**config.mk**
```make
export PLATFORM = sky130hd
export DESIGN_NAME = uart_2_mem_resp
export DESIGN_NICKNAME = d
export VERILOG_FILES = /design/src/rtl/uart_2_mem_resp.sv
export SDC_FILE = /design/constraint.sdc
export NUM_CORES = 1
export LEC_CHECK = 0
export ABC_AREA = 1
export BUFFER_PORTS_ARGS = -buffer_cell sky130_fd_sc_hd__buf_2
export CORE_AREA = 10 10 161 163
export CTS_CLUSTER_DIAMETER = 30
export DETAILED_ROUTE_END_ITERATION = 12
export DIE_AREA = 0 0 171 173
export PLACE_DENSITY_LB_ADDON = 0.08
export SYNTH_ARGS = -nofsm -noshare
export SYNTH_HDL_FRONTEND = slang
export SYNTH_SLANG_ARGS = --single-unit
```
**constraint.sdc**
```tcl
create_clock -name clk_i -period 3.8 [get_ports clk_i]
set_input_delay 0.38 -clock clk_i [delete_from_list [all_inputs] [get_ports clk_i]]
set_output_delay 0.38 -clock clk_i [all_outputs]
set_load 0.02 [all_outputs]
```
**src/rtl/uart_2_mem_resp.sv**
```systemverilog
// UART-to-memory bridge: receives a command frame over 8N1 serial, issues one
// bus transaction, and answers with the read data (4 bytes) or a 0xA5 ack.
module uart_2_mem_resp #(
    parameter int CLKS_PER_BIT = 16
) (
    input  logic        clk_i,
    input  logic        rst_ni,
    input  logic        rx_i,
    output logic        tx_o,
    output logic        mem_req_o,
    input  logic        mem_gnt_i,
    input  logic        mem_rvalid_i,
    output logic        mem_we_o,
    output logic [12:0] mem_addr_o,
    output logic [31:0] mem_wdata_o,
    input  logic [31:0] mem_rdata_i,
    output logic        busy_o,
    output logic        frame_err_o
);
    localparam int CW = $clog2(CLKS_PER_BIT);
    localparam logic [CW-1:0] BIT_LAST  = CW'(CLKS_PER_BIT - 1);
    localparam logic [CW-1:0] HALF_LAST = CW'(CLKS_PER_BIT / 2 - 1);

    typedef enum logic [2:0] {
        S_IDLE, S_ADDR, S_WDATA, S_BUS_REQ, S_BUS_WAIT, S_RESP
    } state_t;

    // receive path
    logic [1:0]    rx_sync_reg;
    logic          rx_prev_reg;
    logic          rx_on_reg;
    logic [3:0]    rx_bit_reg;     // 0 = start bit, 1..8 = data, 9 = stop
    logic [CW-1:0] rx_cnt_reg;
    logic [7:0]    rx_shift_reg;
    logic          rx_valid_reg;   // one-cycle strobe: good byte in rx_shift_reg
    logic          rx_err_reg;     // one-cycle strobe: stop bit was low
    logic          rx_s;

    // command / response path
    state_t        state_reg, state_next;
    logic          we_reg, we_next;
    logic [12:0]   addr_reg, addr_next;
    logic [31:0]   wdata_reg, wdata_next;
    logic [1:0]    wcnt_reg, wcnt_next;
    logic [31:0]   resp_reg, resp_next;
    logic [1:0]    last_reg, last_next;       // index of final response byte
    logic [1:0]    tx_idx_reg, tx_idx_next;
    logic [3:0]    tx_bit_reg, tx_bit_next;   // 0 = start, 1..8 = data, 9 = stop
    logic [CW-1:0] tx_cnt_reg, tx_cnt_next;
    logic          resp_take;
    logic [7:0]    tx_byte;
    logic [9:0]    tx_frame;

    assign rx_s = rx_sync_reg[1];

    // Synchronise rx, detect the start edge, and shift in one 8N1 byte.
    always_ff @(posedge clk_i or negedge rst_ni) begin
        if (!rst_ni) begin
            rx_sync_reg  <= 2'b11;
            rx_prev_reg  <= 1'b1;
            rx_on_reg    <= 1'b0;
            rx_bit_reg   <= 4'd0;
            rx_cnt_reg   <= '0;
            rx_shift_reg <= 8'h00;
            rx_valid_reg <= 1'b0;
            rx_err_reg   <= 1'b0;
        end else begin
            rx_sync_reg  <= {rx_sync_reg[0], rx_i};
            rx_prev_reg  <= rx_s;
            rx_valid_reg <= 1'b0;
            rx_err_reg   <= 1'b0;
            if (!rx_on_reg) begin
                rx_cnt_reg <= '0;
                rx_bit_reg <= 4'd0;
                if (rx_prev_reg && !rx_s) rx_on_reg <= 1'b1;
            end else if (rx_bit_reg == 4'd0) begin
                // mid start bit: a high line here means it was only a glitch
                if (rx_cnt_reg == HALF_LAST) begin
                    rx_cnt_reg <= '0;
                    if (rx_s) rx_on_reg  <= 1'b0;
                    else      rx_bit_reg <= 4'd1;
                end else begin
                    rx_cnt_reg <= rx_cnt_reg + CW'(1);
                end
            end else if (rx_cnt_reg == BIT_LAST) begin
                rx_cnt_reg <= '0;
                if (rx_bit_reg == 4'd9) begin
                    rx_on_reg  <= 1'b0;
                    rx_bit_reg <= 4'd0;
                    if (rx_s) rx_valid_reg <= 1'b1;
                    else      rx_err_reg   <= 1'b1;
                end else begin
                    rx_shift_reg <= {rx_s, rx_shift_reg[7:1]};
                    rx_bit_reg   <= rx_bit_reg + 4'd1;
                end
            end else begin
                rx_cnt_reg <= rx_cnt_reg + CW'(1);
            end
        end
    end

    // Command FSM state register.
    always_ff @(posedge clk_i or negedge rst_ni) begin
        if (!rst_ni) begin
            state_reg  <= S_IDLE;
            we_reg     <= 1'b0;
            addr_reg   <= 13'h0000;
            wdata_reg  <= 32'h0000_0000;
            wcnt_reg   <= 2'd0;
            resp_reg   <= 32'h0000_0000;
            last_reg   <= 2'd0;
            tx_idx_reg <= 2'd0;
            tx_bit_reg <= 4'd0;
            tx_cnt_reg <= '0;
        end else begin
            state_reg  <= state_next;
            we_reg     <= we_next;
            addr_reg   <= addr_next;
            wdata_reg  <= wdata_next;
            wcnt_reg   <= wcnt_next;
            resp_reg   <= resp_next;
            last_reg   <= last_next;
            tx_idx_reg <= tx_idx_next;
            tx_bit_reg <= tx_bit_next;
            tx_cnt_reg <= tx_cnt_next;
        end
    end

    // Command FSM next state: frame decode, bus handshake, response serialiser.
    always_comb begin
        state_next  = state_reg;
        we_next     = we_reg;
        addr_next   = addr_reg;
        wdata_next  = wdata_reg;
        wcnt_next   = wcnt_reg;
        resp_next   = resp_reg;
        last_next   = last_reg;
        tx_idx_next = tx_idx_reg;
        tx_bit_next = tx_bit_reg;
        tx_cnt_next = tx_cnt_reg;
        // a response arriving together with the grant counts as the response
        resp_take = ((state_reg == S_BUS_REQ) && mem_gnt_i && mem_rvalid_i) ||
                    ((state_reg == S_BUS_WAIT) && mem_rvalid_i);
        case (state_reg)
            S_IDLE: begin
                wcnt_next = 2'd0;
                if (rx_valid_reg) begin
                    we_next    = rx_shift_reg[7];
                    addr_next  = {rx_shift_reg[4:0], 8'h00};
                    state_next = S_ADDR;
                end
            end
            S_ADDR: begin
                if (rx_err_reg) begin
                    state_next = S_IDLE;
                end else if (rx_valid_reg) begin
                    addr_next[7:0] = rx_shift_reg;
                    wcnt_next      = 2'd0;
                    state_next     = we_reg ? S_WDATA : S_BUS_REQ;
                end
            end
            S_WDATA: begin
                if (rx_err_reg) begin
                    state_next = S_IDLE;
                end else if (rx_valid_reg) begin
                    wdata_next[8*wcnt_reg +: 8] = rx_shift_reg;
                    if (wcnt_reg == 2'd3) state_next = S_BUS_REQ;
                    else                  wcnt_next  = wcnt_reg + 2'd1;
                end
            end
            S_BUS_REQ: begin
                if (mem_gnt_i && !mem_rvalid_i) state_next = S_BUS_WAIT;
            end
            S_RESP: begin
                if (tx_cnt_reg == BIT_LAST) begin
                    tx_cnt_next = '0;
                    if (tx_bit_reg == 4'd9) begin
                        tx_bit_next = 4'd0;
                        if (tx_idx_reg == last_reg) state_next  = S_IDLE;
                        else                        tx_idx_next = tx_idx_reg + 2'd1;
                    end else begin
                        tx_bit_next = tx_bit_reg + 4'd1;
                    end
                end else begin
                    tx_cnt_next = tx_cnt_reg + CW'(1);
                end
            end
            default: ;
        endcase
        if (resp_take) begin
            state_next  = S_RESP;
            resp_next   = we_reg ? 32'h0000_00A5 : mem_rdata_i;
            last_next   = we_reg ? 2'd0 : 2'd3;
            tx_idx_next = 2'd0;
            tx_bit_next = 4'd0;
            tx_cnt_next = '0;
        end
    end

    // Serial output and bus-side outputs decoded from registered state.
    always_comb begin
        tx_byte  = resp_reg[8*tx_idx_reg +: 8];
        tx_frame = {1'b1, tx_byte, 1'b0};
        tx_o     = (state_reg == S_RESP) ? tx_frame[tx_bit_reg] : 1'b1;
    end

    assign mem_req_o   = (state_reg == S_BUS_REQ);
    assign mem_we_o    = we_reg;
    assign mem_addr_o  = addr_reg;
    assign mem_wdata_o = wdata_reg;
    assign busy_o      = (state_reg != S_IDLE);
    // bytes that arrive while the bus or the response is in progress are dropped silently
    assign frame_err_o = rx_err_reg &&
                         ((state_reg == S_IDLE) || (state_reg == S_ADDR) || (state_reg == S_WDATA));

endmodule

```
==> impl_summary.md <==
Routing
The detail route stage leaves a number of antenna-violating nets equal to 0. The first detailed-routing pass took 4 iterations. The detailed router's first-iteration violation count is roughly 260. Using the TritonRoute via totals, the vias-per-cell ratio works out to approximately 4.4. The number of vias after detailed routing is 4608. The detailed-route DRC error count is 0. The routed design has roughly 16000 microns of wire. The wire length per cell after detailed routing is between 15 and 20 microns.

Synth
For this run, the register share of the synthesized area comes to 0.517. Synthesis produced a netlist with a net count of about 700. Of all cell types, the one taking the most synthesized area is sky130_fd_sc_hd__dfrtp_1. The number of enable-type register cells in the synthesized netlist is 0. The most used flip-flop cell after synthesis is sky130_fd_sc_hd__dfrtp_1. The commonest cells after synthesis are 156 x sky130_fd_sc_hd__nand2_1, 113 x sky130_fd_sc_hd__dfrtp_1, 76 x sky130_fd_sc_hd__o21ai_0. The flop and latch count out of synthesis is 116.

The synthesized area per cell is around 8.6 sq um. Yosys attributes the largest share of cell area to sky130_fd_sc_hd__dfrtp_1 50%, sky130_fd_sc_hd__nand2_1 10%, sky130_fd_sc_hd__o21ai_0 6.8%. The async set or reset register ratio after synthesis is 1.00. The number of different library cells in the post-synthesis netlist is 37. Among all cell types in the netlist, the one instantiated most often is sky130_fd_sc_hd__nand2_1. Synthesis produced a netlist whose cell count is approximately 660.

In this run the cell area of the synthesized design comes to roughly 0.0056 sq mm. During synthesis, Yosys emitted a total of 0 warnings. The fraction of post-synthesis cell area in the top cell type by area is 0.503.

Setup path
The cell type with the highest occurrence count on the critical path is sky130_fd_sc_hd__nand2_1. Walking the worst path, the cells encountered are inv_1 -> nand2_1 -> o21ai_0 -> nor2_1 -> nor2_1 -> nor2_1 -> nand2_1 -> nand2_1 -> nand2_1 -> buf_2. The required time of the worst setup path is around 3400 ps. The arrival time at the worst endpoint is between 2000 and 2500 ps. The kind of start point of the critical path is a flop. The cell with the biggest individual delay on the critical path is sky130_fd_sc_hd__dfrtp_1.

The total buffers and inverters traversed by the critical path is 2. The startpoint identified for the worst register-to-register timing path is wcnt_reg[0]. Measured in cells, the most critical reg-to-reg path has a length of 5.

The setup check on the worst reg-to-reg path leaves a slack of roughly 1200 ps. STA classifies the critical path endpoint as an output port. The category of the critical setup timing path is reg2out. The endpoint identified for the worst register-to-register timing path is mem_wdata_o[7]. The family of cells with the greatest summed delay on the critical path is flip-flops.

For this run, the slowest stage of the critical path takes 710 ps. Along the worst path, the maximum fanout reaches 20.

STA
The number of max-slew violations in the final report came to 0. The total setup violations reported at the end of the flow is 0. The maximum clock frequency is 359 MHz. The worst path needs roughly 2800 ps of the cycle, external delays included.

Setup total negative slack on the finished layout was measured at 0 ps. Setup repair after global routing left no endpoint under its margin. The worst clock skew is 13.9 ps. On the final layout, the worst hold slack is -12.9 ps. The measured slew at the worst slew-check pin is between 900 and 1000 ps. The hold violation total from the final report is 3. The part of the cycle the worst path needs is 0.734. The worst max-slew margin expressed relative to the limit is 0.377. Across all setup checks in the final design, the least slack found is around 1000 ps.

Global route
The pin count of the biggest net entering global routing is 52. The remaining global-route overflow is 0. The initial antenna violation count is 0.

The global-route wire length before repair is roughly 26000 microns. The total global-route track usage is 0.112. The via count of the first global-routing pass is approximately 4.8k.

Floorplan
The initial utilization of the core area, before any placement, comes to 0.249. In this run the vertical extent of the chip is ~170 microns. The core region is 0.0226 sq mm. During I/O placement, the number of pins put on the boundary was 87.

The die extent in x is about 170 microns. In this run the core area contains 55 standard-cell rows. The overall die area is about 0.030 sq mm.

Placement
In this run the tool buffered the top-level ports with between 80 and 90 buffer cells. Summed over all nets, the half-perimeter wirelength after detailed placement is 11600 microns. Prior to clock tree synthesis, the placed netlist has a worst setup slack of approximately 1200 ps. The final weighted congestion in routability-driven placement is ~0.75.

Hold path
The type of the worst min-delay path is in2async.

Clock network
The maximum clock insertion buffer count is 2. The tree built by TritonCTS fans out to between 100 and 150 sinks. TritonCTS built the clock tree. The root buffer cell chosen for the clock tree is sky130_fd_sc_hd__clkbuf_16. Buffers added to address setup during post-CTS repair amount to 0. Clock latency on the worst-skew pair, taken at its later pin, is around 420 ps. The number of hold buffers added after cts is 0. The CTS buffer count is 17. The quantity of gates resized following cts is 0.

The maximum level of the CTS H-tree is 4. Clock-pin slew was measured on the worst setup and hold paths at around 60 ps.

Cells and area
The share of layout cells above drive strength 1 is 0.211. Relative to the synthesized area, the layout overhead comes to 22.4%. The number of diodes added for antenna fixing is 0. The net count of the finished layout is roughly 800.

Pwr
The total power divided by cell area is around 570 mW/mm^2. The standby leakage power is 3.46 nW. The highest ir drop seen on vdd is approximately 0.22 mV.

Outcome
The final reports fail on hold timing. The run finished, with violations left.

Job
The total of max-cap violations is 0.
## cell families (layout without fill, tap and decap cells)
group / after synthesis / after routing / synth area share
AND/OR/NAND/NOR: 302 / 302 / 0.244
flip-flops: 116 / 116 / 0.517
multiplexers: 2 / 2 / 0.00400
XOR/XNOR: 4 / 4 / 0.00623
adder cells (fa/ha/maj): 10 / 10 / 0.0222
buffers and inverters: 100 / 198 / 0.0779
AO/OA/AOI/OAI: 122 / 122 / 0.129
## final cells by class
cell class              instances  area [sq um]
clock buffers                  18           439
fillers                      2422         15700
repair buffers                 88           448
clock inverters                14           155
well taps                     285           357
inverters                      78           300
multi-input cells             440          2280
flip-flops and latches        116          2910
## per-layer routing
layer	global-route usage	part of all wire
met1	0.143	0.48
met2	0.174	0.46
met3	0.0392	0.055
met4	0.0341	0.0082
met5	0	0
## layout by cell type, fill, tap and decap left out, types with 9 or more instances in the layout
cell type / synthesis / final
sky130_fd_sc_hd__nor2_1: 39 / 39
sky130_fd_sc_hd__o21ai_1: 10 / 10
sky130_fd_sc_hd__clkbuf_16: 0 / 17
sky130_fd_sc_hd__nand2_1: 156 / 156
sky130_fd_sc_hd__nand4_1: 16 / 16
sky130_fd_sc_hd__a22o_1: 9 / 9
sky130_fd_sc_hd__buf_2: 5 / 85
sky130_fd_sc_hd__inv_1: 73 / 73
sky130_fd_sc_hd__nand3_1: 65 / 65
sky130_fd_sc_hd__o21ai_2: 10 / 10
sky130_fd_sc_hd__dfrtp_1: 113 / 113
sky130_fd_sc_hd__o21ai_0: 76 / 76
sky130_fd_sc_hd__ha_1: 10 / 10
## where the power goes
part           switching, mW  internal [mW]  total (mW)
logic                  0.584          0.271       0.856
registers              0.133           1.36        1.50
clock network          0.617          0.987        1.60
total                   1.33           2.62        3.96
## worst max-delay path by stage
stage | start | end | depth (start not counted)
floorplan | wcnt_reg[0] | mem_wdata_o[0] | 6
global placement | wcnt_reg[0] | mem_wdata_o[2] | 5
detailed placement | wcnt_reg[0] | mem_wdata_o[7] | 5
CTS | tx_idx_reg[0] | tx_o | 10
global route | tx_idx_reg[0] | tx_o | 10
finish | tx_idx_reg[0] | tx_o | 10
## per-stage QoR
stage	utilization	total power [mW]	area [sq um]	std cells	hold WS, ps
floorplan	-	2.15	5620	656	84.4
global placement	0.279	2.38	6290	1007	349
detailed placement	0.279	2.39	6290	1007	348
CTS	0.305	4.03	6890	1039	10.9
global route	0.305	4.24	6890	1039	44.0
finish	0.305	3.96	6890	1039	-12.9
Power figures use the tool's default switching activity.
